$ cat src/rtl/uart_pkg.sv
// Shared types and helpers for the UART receiver.
// The PARITY state is only reachable when UART_RX_PARITY_EN is defined.
package uart_pkg;

  typedef enum logic [2:0] {
    IDLE   = 3'd0,
    START  = 3'd1,
    DATA   = 3'd2,
    PARITY = 3'd3,
    STOP   = 3'd4,
    DONE   = 3'd5,
    BREAK  = 3'd6
  } rx_state_t;

  localparam int DEFAULT_OVERSAMPLE = 16;
  localparam int DEFAULT_DATA_BITS  = 8;

  function automatic int calc_tps(input int clock, input int baud, input int os);
    return clock / (baud * os);
  endfunction

endpackage

$ cat src/rtl/uart_rx_tickgen.sv
// Oversample tick generator: one-clk tick every TPS clocks, held at zero while clr is high.
module uart_rx_tickgen #(
  parameter int TPS = 1
) (
  input  logic clk,
  input  logic reset,
  input  logic clr,
  output logic tick
);

  localparam int CW = (TPS > 1) ? $clog2(TPS) : 1;
  localparam logic [CW-1:0] LAST = CW'(TPS - 1);

  logic [CW-1:0] cnt;

  // Combinational tick so the first one lands TPS clocks after clr drops.
  assign tick = !clr && (cnt == LAST);

  always_ff @(posedge clk or negedge reset) begin
    if (!reset)            cnt <= '0;
    else if (clr || tick)  cnt <= '0;
    else                   cnt <= cnt + 1'b1;
  end

endmodule

$ cat src/rtl/uart_rx.sv
// Oversampling UART receiver with a valid/ready holding register, framing and overrun flags.
// Define UART_RX_PARITY_EN to add an even-parity bit check and the parity_err port.
module uart_rx
  import uart_pkg::*;
#(
  parameter int CLOCK_SPEED = 9600 * 16,
  parameter int BAUD_RATE   = 9600,
  parameter int OVERSAMPLE  = DEFAULT_OVERSAMPLE,
  parameter int DATA_BITS   = DEFAULT_DATA_BITS,
  parameter int TPS         = calc_tps(CLOCK_SPEED, BAUD_RATE, OVERSAMPLE)
) (
  input  logic                 clk,
  input  logic                 reset,
  input  logic                 rx,
  output logic [DATA_BITS-1:0] rx_data,
  output logic                 rx_valid,
  input  logic                 rx_ready,
  output logic                 frame_err,
`ifdef UART_RX_PARITY_EN
  output logic                 parity_err,
`endif
  output logic                 overrun
);

  if (TPS < 1) begin : g_tps_chk
    $error("uart_rx: CLOCK_SPEED too low for BAUD_RATE*OVERSAMPLE (TPS < 1)");
  end
  if (OVERSAMPLE < 4 || (OVERSAMPLE % 2) != 0) begin : g_os_chk
    $error("uart_rx: OVERSAMPLE must be even and >= 4");
  end

  localparam int SW = $clog2(OVERSAMPLE);
  localparam int BW = $clog2(DATA_BITS + 1);
  localparam logic [SW-1:0] S_HALF = SW'(OVERSAMPLE / 2 - 1);
  localparam logic [SW-1:0] S_LAST = SW'(OVERSAMPLE - 1);
  localparam logic [BW-1:0] B_LAST = BW'(DATA_BITS - 1);

  logic                 s1, rxs;
  logic [2:0]           state;
  logic [SW-1:0]        scnt;
  logic [BW-1:0]        bcnt;
  logic [DATA_BITS-1:0] sh;
  logic                 tick;
`ifdef UART_RX_PARITY_EN
  logic                 pbit;
`endif

  always_ff @(posedge clk or negedge reset) begin
    if (!reset) begin
      s1  <= 1'b1;
      rxs <= 1'b1;
    end else begin
      s1  <= rx;
      rxs <= s1;
    end
  end

  uart_rx_tickgen #(.TPS(TPS)) u_tick (
    .clk   (clk),
    .reset (reset),
    .clr   (state == IDLE),
    .tick  (tick)
  );

  always_ff @(posedge clk or negedge reset) begin
    if (!reset) begin
      state     <= IDLE;
      scnt      <= '0;
      bcnt      <= '0;
      sh        <= '0;
      rx_data   <= '0;
      rx_valid  <= 1'b0;
      frame_err <= 1'b0;
      overrun   <= 1'b0;
`ifdef UART_RX_PARITY_EN
      pbit       <= 1'b0;
      parity_err <= 1'b0;
`endif
    end else begin
      frame_err <= 1'b0;
`ifdef UART_RX_PARITY_EN
      parity_err <= 1'b0;
`endif
      if (rx_valid && rx_ready) begin
        rx_valid <= 1'b0;
        overrun  <= 1'b0;
      end
      case (state)
        IDLE: if (!rxs) begin
          state <= START;
          scnt  <= '0;
        end
        // Re-check the start bit at its middle to reject short glitches.
        START: if (tick) begin
          if (scnt == S_HALF) begin
            scnt <= '0;
            bcnt <= '0;
            state <= rxs ? IDLE : DATA;
          end else scnt <= scnt + 1'b1;
        end
        DATA: if (tick) begin
          if (scnt == S_LAST) begin
            scnt <= '0;
            sh   <= {rxs, sh[DATA_BITS-1:1]};
            if (bcnt == B_LAST) begin
`ifdef UART_RX_PARITY_EN
              state <= PARITY;
`else
              state <= STOP;
`endif
            end else bcnt <= bcnt + 1'b1;
          end else scnt <= scnt + 1'b1;
        end
`ifdef UART_RX_PARITY_EN
        PARITY: if (tick) begin
          if (scnt == S_LAST) begin
            scnt  <= '0;
            pbit  <= rxs;
            state <= STOP;
          end else scnt <= scnt + 1'b1;
        end
`endif
        STOP: if (tick) begin
          if (scnt == S_LAST) begin
            scnt <= '0;
            if (rxs) state <= DONE;
            else begin
              frame_err <= 1'b1;
              state     <= BREAK;
            end
          end else scnt <= scnt + 1'b1;
        end
        // A same-cycle accept frees the register, so the new byte is not an overrun.
        DONE: begin
          if (!rx_valid || rx_ready) begin
            rx_data  <= sh;
            rx_valid <= 1'b1;
          end else overrun <= 1'b1;
`ifdef UART_RX_PARITY_EN
          parity_err <= ^{sh, pbit};
`endif
          state <= IDLE;
        end
        BREAK: if (rxs) state <= IDLE;
        default: state <= IDLE;
      endcase
    end
  end

endmodule

$ cat config.mk
export PLATFORM = sky130hd
export DESIGN_NAME = uart_rx
export DESIGN_NICKNAME = d
export VERILOG_FILES = /design/src/rtl/uart_pkg.sv /design/src/rtl/uart_rx_tickgen.sv /design/src/rtl/uart_rx.sv
export SDC_FILE = /design/constraint.sdc
export NUM_CORES = 1
export LEC_CHECK = 0
export ABC_CLOCK_PERIOD_IN_PS = 1800
export CAP_MARGIN = 20
export CORE_UTILIZATION = 30
export DETAILED_ROUTE_END_ITERATION = 6
export PLACE_DENSITY_LB_ADDON = 0.08
export SKIP_CTS_REPAIR_TIMING = 1
export SLEW_MARGIN = 10
export SYNTH_ARGS = -nofsm -noshare
export SYNTH_HDL_FRONTEND = slang
export SYNTH_SLANG_ARGS = --single-unit
$ cat constraint.sdc
create_clock -name clk -period 1.8 [get_ports clk]
set_clock_uncertainty 0.15 [all_clocks]
set_input_delay 0.36 -clock clk [delete_from_list [all_inputs] [get_ports clk]]
set_output_delay 0.36 -clock clk [all_outputs]
set_load 0.02 [all_outputs]
### Word level (Yosys, flattened, before mapping)

Index checks and enable logic that the tools add are counted.

* output and inout bits: 11
* word-level logic and storage cells: 84
* input port bits: 4
* register bits after elaboration: 33

* muxes and demuxes: 35
* $add $sub $neg: 3
* reduce and logical (&&, ||, !) cells: 15
* eq/ne operators: 19
* bitwise logic cells: 1

Operators by type and width (count)
* 4-bit two-way mux: 10
* 3-bit two-way mux: 9
* 3-bit one-hot mux with 5 select lines: 1
* 2-bit != test, second input constant: 7
* 4-bit one-hot mux with 3 select lines: 1
* 1-bit two-way mux: 11
* 3-bit == test, second input constant: 3
* 9-bit AND reduction: 1
* 4-bit by 1-bit adder with 4-bit output, second input constant: 2
* 4-bit by 3-bit == test with 1-bit output, second input constant: 2
* 2-bit by 1-bit != test with 1-bit output, second input constant: 4
* 4-bit one-hot mux with 2 select lines: 1
* 6-bit AND reduction: 1
* 4-bit == test, second input constant: 1
* 2-bit two-way mux: 2
* 4-bit AND reduction: 1
* 3-bit by 1-bit == test with 1-bit output, second input constant: 1
* 3-bit by 2-bit == test with 1-bit output, second input constant: 1
* 3-bit zero test: 1
* 3-bit AND reduction: 1
* 3-bit nonzero test: 1
* 1-bit logical AND: 2
* 1-bit zero test: 2
* 1-bit logical OR: 2
* other kinds (5): 5

### Longest topological paths before layout

* word-level depth: 5
* gate-level depth with buffers: 5
* mapped depth without buffers: 5

### Modules after synthesis

From an unflattened synthesis, not the netlist that was laid out.

* cells, all modules: 135
* area, all modules: 1601.5 um^2

Modules (own cells, without submodules)
* uart_rx: instances 1, cells each 132, area an instance 1569.0 um^2
* uart_rx_tickgen: instances 1, cells each 3, area an instance 32.5 um^2

### Least setup slack after synthesis

No wires, ideal clock.

* path type: register to register
* start point: register scnt[0]
* end point: register bcnt[3]
* setup time: 0.104 ns
* arrival: 1.599 ns
* slack: -0.053 ns
* cell stages (with the launch flop): 6
* path through: dfrtp_1 ha_1 nand2_1 or3_4 or2_4 o41ai_2

* word-level cells in the longest chain between the ends: 3
* elaborated cells on any way between the ends: 5
* classes of those cells: 4 x eq/ne; 1 x reduce/logical

RTL lines
* from (decl): RTL line uart_rx.sv:40 `logic [SW-1:0] scnt;`
* from (signal assigned): RTL line uart_rx.sv:99 `end else scnt <= scnt + 1'b1;`
* from (signal assigned): RTL line uart_rx.sv:112 `end else scnt <= scnt + 1'b1;`
* from (signal assigned): RTL line uart_rx.sv:131 `end else scnt <= scnt + 1'b1;`
* 4-bit == test or 4-bit by 3-bit == test with 1-bit output (tied branches): RTL line uart_rx.sv:102, uart_rx.sv:95
* 2-bit != test (no line)
* 6-bit AND reduction (no line) *
* to (signal assigned): RTL line uart_rx.sv:111 `end else bcnt <= bcnt + 1'b1;`
* to (decl): RTL line uart_rx.sv:41 `logic [BW-1:0] bcnt;`

Every way passes the cells marked *; elsewhere a longest branch is shown, timed or not.
A chain may end at the register's enable or synchronous reset.

### Worst setup path in the final report

* start point: register overrun
* end point: output overrun

RTL lines
* from (decl): RTL line uart_rx.sv:22 `output logic overrun`
* from (signal assigned): RTL line uart_rx.sv:74 `overrun <= 1'b0;`
* from (signal assigned): RTL line uart_rx.sv:86 `overrun <= 1'b0;`
* from (signal assigned): RTL line uart_rx.sv:138 `end else overrun <= 1'b1;`

No word-level cell between the ends.

==> results.txt <==
The run finished with clean final reports. The gate count of the mapped netlist came out at 126. After the first detailed-routing iteration, the DRC count stood at 43.

After synthesis, the cell types taking the most area are dfrtp_1 (50%), mux2_2 (12%), dfstp_2 (3.4%), ha_1 (1.6%), nand2_1 (1.5%). The synthesized netlist contains 46 unique library cells. The number of nets produced by synthesis is 132.

Routability-driven placement finished with a final weighted congestion of 0.870. The relative contribution of sequential cells to total power came out at 0.422. The signed area change from the synthesized netlist to the final layout is 39.1%. The height of the chip came out at 73.9 µm.

The analysis attributes to net switching a power of 549 µW. The share of final-layout standard cells stronger than drive strength 1 is 0.411. The largest total area in the synthesized netlist belongs to dfrtp_1. After clock tree synthesis, the clock-pin slew on the worst setup and hold paths is 0.08 ns. The basic-gate share of the synthesized area counting and, or, nand and nor cells came out at 0.137. The pin count of the biggest net entering global routing is 34. The via total after detailed routing came out at 1135. The worst-path cell with the longest stage delay is clkdlybuf4s50_1. The average detailed-routed wire length per instance is 14.3 µm. The final setup violation count came out at 0.

The switching share of power is 0.274. The area of the die is 0.00546 mm². TritonCTS built the clock tree. Along the worst path, the maximum fanout reaches 2. The final worst-path cycle share came out at 0.993. After synthesis, the largest family of logic cells by area is compound AO/OA/AOI/OAI gates. The number of filler cells placed in the layout came out at 472. The per-cell via count in the routed design is 4.83. The via count of the first global-routing pass came out at 1176. The area fraction of the dominant cell type after synthesis came out at 0.500. After synthesis the netlist holds a flip-flop and latch count of 33. The global-route wire length before repair came out at 5.62 mm. The critical path is of the flip-flop to primary output type.

The core footprint came out at 0.00485 mm². The design internal power is 1.45 mW. The arrival time reported for the critical path endpoint came out at 1.28 ns.

The complex-gate fraction of the synthesized area is 0.140. Wires add up to 3.36 mm. The maximum number of buffers from clock root to sink came out at 2. The layout net count is 173.

In this run the most critical hold path is launched from s1. The worst supply voltage drop on vdd is 0.309 mV. The first TritonRoute pass finished after 4 iterations. The type of destination of the critical path is a primary output.

The initial antenna violation count is 0. The H-tree was split into 2 levels. The clock net sink count came out at 33. STA classifies the critical path startpoint as a flip-flop. For this configuration, the core starts out at a cell density of 0.320. Setup repair after global routing could not meet its margin everywhere. The final-report max-slew violation count is 0.

The final total power came out at 2.00 mW. The share of total power in the clock network came out at 0.358. The critical path goes through clkdlybuf4s50_1. The half-perimeter wire length of the detailed placement result came out at 2.38 mm.

Of the total synthesized cell area, the portion taken by XOR and XNOR cells is 0.0113. The number of placement rows is 25. 15 I/O pins were placed. The hold violation count in the final report is 0. The origin of the critical flop-to-flop path is scnt[0].

The class of the tightest hold or removal check is flip-flop to flip-flop. The required time of the worst setup path came out at 1.29 ns. The proportion of synthesized area in mux cells came out at 0.129. Grouping stages by cell kind, the critical path spends the most delay in buffers and inverters. The detail route stage leaves a number of antenna-violating nets equal to 0. The area of the multi-input gates came out at 731 µm². The count of buffers added on input and output ports is 14. The total number of yosys warnings came out at 0.

The combined flip-flop and latch cell area came out at 828 µm². Of the total power, combinational logic draws 0.220. Of the synthesized area, sequential elements account for 0.534. Averaged over all synthesized cells, the footprint is 12.3 µm². The max-capacitance violation count is 0.

The root buffer cell is clkbuf_8. The antenna diode count is 0. The most critical setup path has its startpoint at overrun.

The number of buffers and inverters on the critical path is 1. The area of the mapped netlist came out at 0.00155 mm². Across every metal layer, demand over resource in global routing totals 0.141. The highest clock rate came out at 0.560 GHz. The largest incremental delay on the critical path is 0.62 ns. The number of buffers added by the clock tree synthesis step is 5.

Of the total synthesized cell area, the portion taken by full adders, half adders and majority gates is 0.0161. The routed design could run at a clock period as short as 1.79 ns. The utilization after layout is 0.445. After detailed routing, the number of remaining DRC violations is 0. For this run the aggregate overflow at the end of global routing stands at 0. The floorplan step set the die width to 73.9 µm.

The later-pin clock latency in the skew report came out at 0.29 ns. For this design the ratio of total power to cell area is 929 mW/mm². The static leakage power is 1.11 nW.
==> cells in the final DEF (no fill, tap or decap), types with 2 or more instances in the layout <==
| cell | n |
|---|---|
| a21oi_1 | 4 |
| mux2i_1 | 2 |
| nor2_1 | 3 |
| mux2_4 | 2 |
| a31oi_1 | 3 |
| a22o_1 | 2 |
| clkbuf_8 | 5 |
| dlymetal6s2s_1 | 9 |
| nor4_1 | 3 |
| buf_12 | 2 |
| clkdlybuf4s50_1 | 5 |
| nand2b_1 | 2 |
| o31ai_1 | 2 |
| mux2_2 | 14 |
| dfrtp_1 | 31 |
| buf_4 | 24 |
| inv_1 | 4 |
| dfstp_2 | 2 |
| nand3_1 | 2 |
| nor2b_1 | 3 |
| nand2_1 | 6 |
| nor4b_2 | 2 |
| o21ai_0 | 2 |
==> path summary, 6_finish.rpt <==
path                        endpoint  slack (ns)  depth (start not counted)
max                          overrun        0.01                          1
min in group asynchronous  frame_err        0.27                          2
max in group asynchronous         s1        0.98                          2
min reg2reg                      rxs        0.21                          0
max reg2reg                  bcnt[0]        0.03                          5
min                              rxs        0.21                          0
==> power by group through the flow <==
stage,Sequential [mW],Combinational (mW),Clock [mW]
3_3_place_gp,0.855,0.408,0
3_5_place_dp,0.862,0.427,0
2_1_floorplan,0.853,0.218,0
6_report,0.845,0.441,0.716
4_1_cts,0.847,0.430,0.738
5_1_grt,0.850,0.485,0.778
==> Yosys cell counts (all sizes together) <==
master   count
a211oi       1
a21o         2
a21oi        5
a22o         3
a311oi       1
a31oi        3
a32o         1
and2b        1
buf          5
clkbuf       1
conb         1
dfrtp       31
dfstp        2
ha           2
inv          4
mux2        16
mux2i        2
nand2        6
nand2b       2
nand3        2
nand3b       1
nand4b       1
nor2         5
nor2b        3
nor3b        1
nor4         3
nor4b        2
o211ai       1
o21a         1
o21ai        3
o21bai       1
o2bb2ai      1
o31ai        3
o41ai        2
or2          1
or3          1
or3b         2
or4b         1
xnor2        1
xor2         1
==> per-layer routing <==
metal,track usage,wire (µm)
met5,0,0
met4,0.0620,66
met3,0.0439,116
met2,0.223,1700
met1,0.176,1480
==> kinds of logic (layout without fill, tap and decap cells) <==
kind of cell               count (synthesis)  count (layout)
AOI/OAI and AO/OA                         28              28
xor gates and xnor gates                   2               2
adders and majority gates                  2               2
buffers and inverters                     10              52
DFF                                       33              33
muxes                                     18              18
other                                      1               1
and+or+nand+nor                           32              32
==> sequential cells by signal (all words and copies together), names as in the netlist <==
name        flops
rx_valid        1
bcnt            4
scnt            4
overrun         1
sh              8
s1              1
rx_data         8
u_tick.cnt      1
rxs             1
state           3
frame_err       1
==> area by class of cell <==
| type | instances | area share |
|---|---|---|
| sequential | 33 | 0.384 |
| multi-input combinational | 83 | 0.339 |
| timing repair buffer | 40 | 0.178 |
| tap | 67 | 0.0389 |
| clock buffer | 5 | 0.0319 |
| clock inverter | 3 | 0.0215 |
| inverter | 4 | 0.00696 |
==> metrics by stage <==
| stage | TNS, ns | instances | setup WS [ns] | hold WS [ns] | area (µm²) |
|---|---|---|---|---|---|
| final | 0 | 235 | 0.0129 | 0.215 | 2160 |
| after global routing | -0.0500 | 235 | -0.0237 | 0.217 | 2160 |
| after CTS | -0.139 | 233 | -0.0825 | 0.216 | 2060 |
| after detailed placement | -0.186 | 225 | -0.0325 | 0.206 | 1950 |
| after global placement | 0 | 225 | 0.000477 | 0.198 | 1950 |
| after floorplan | 0 | 126 | 0.0139 | -0.0856 | 1560 |
(Power assumes the default switching activity.)
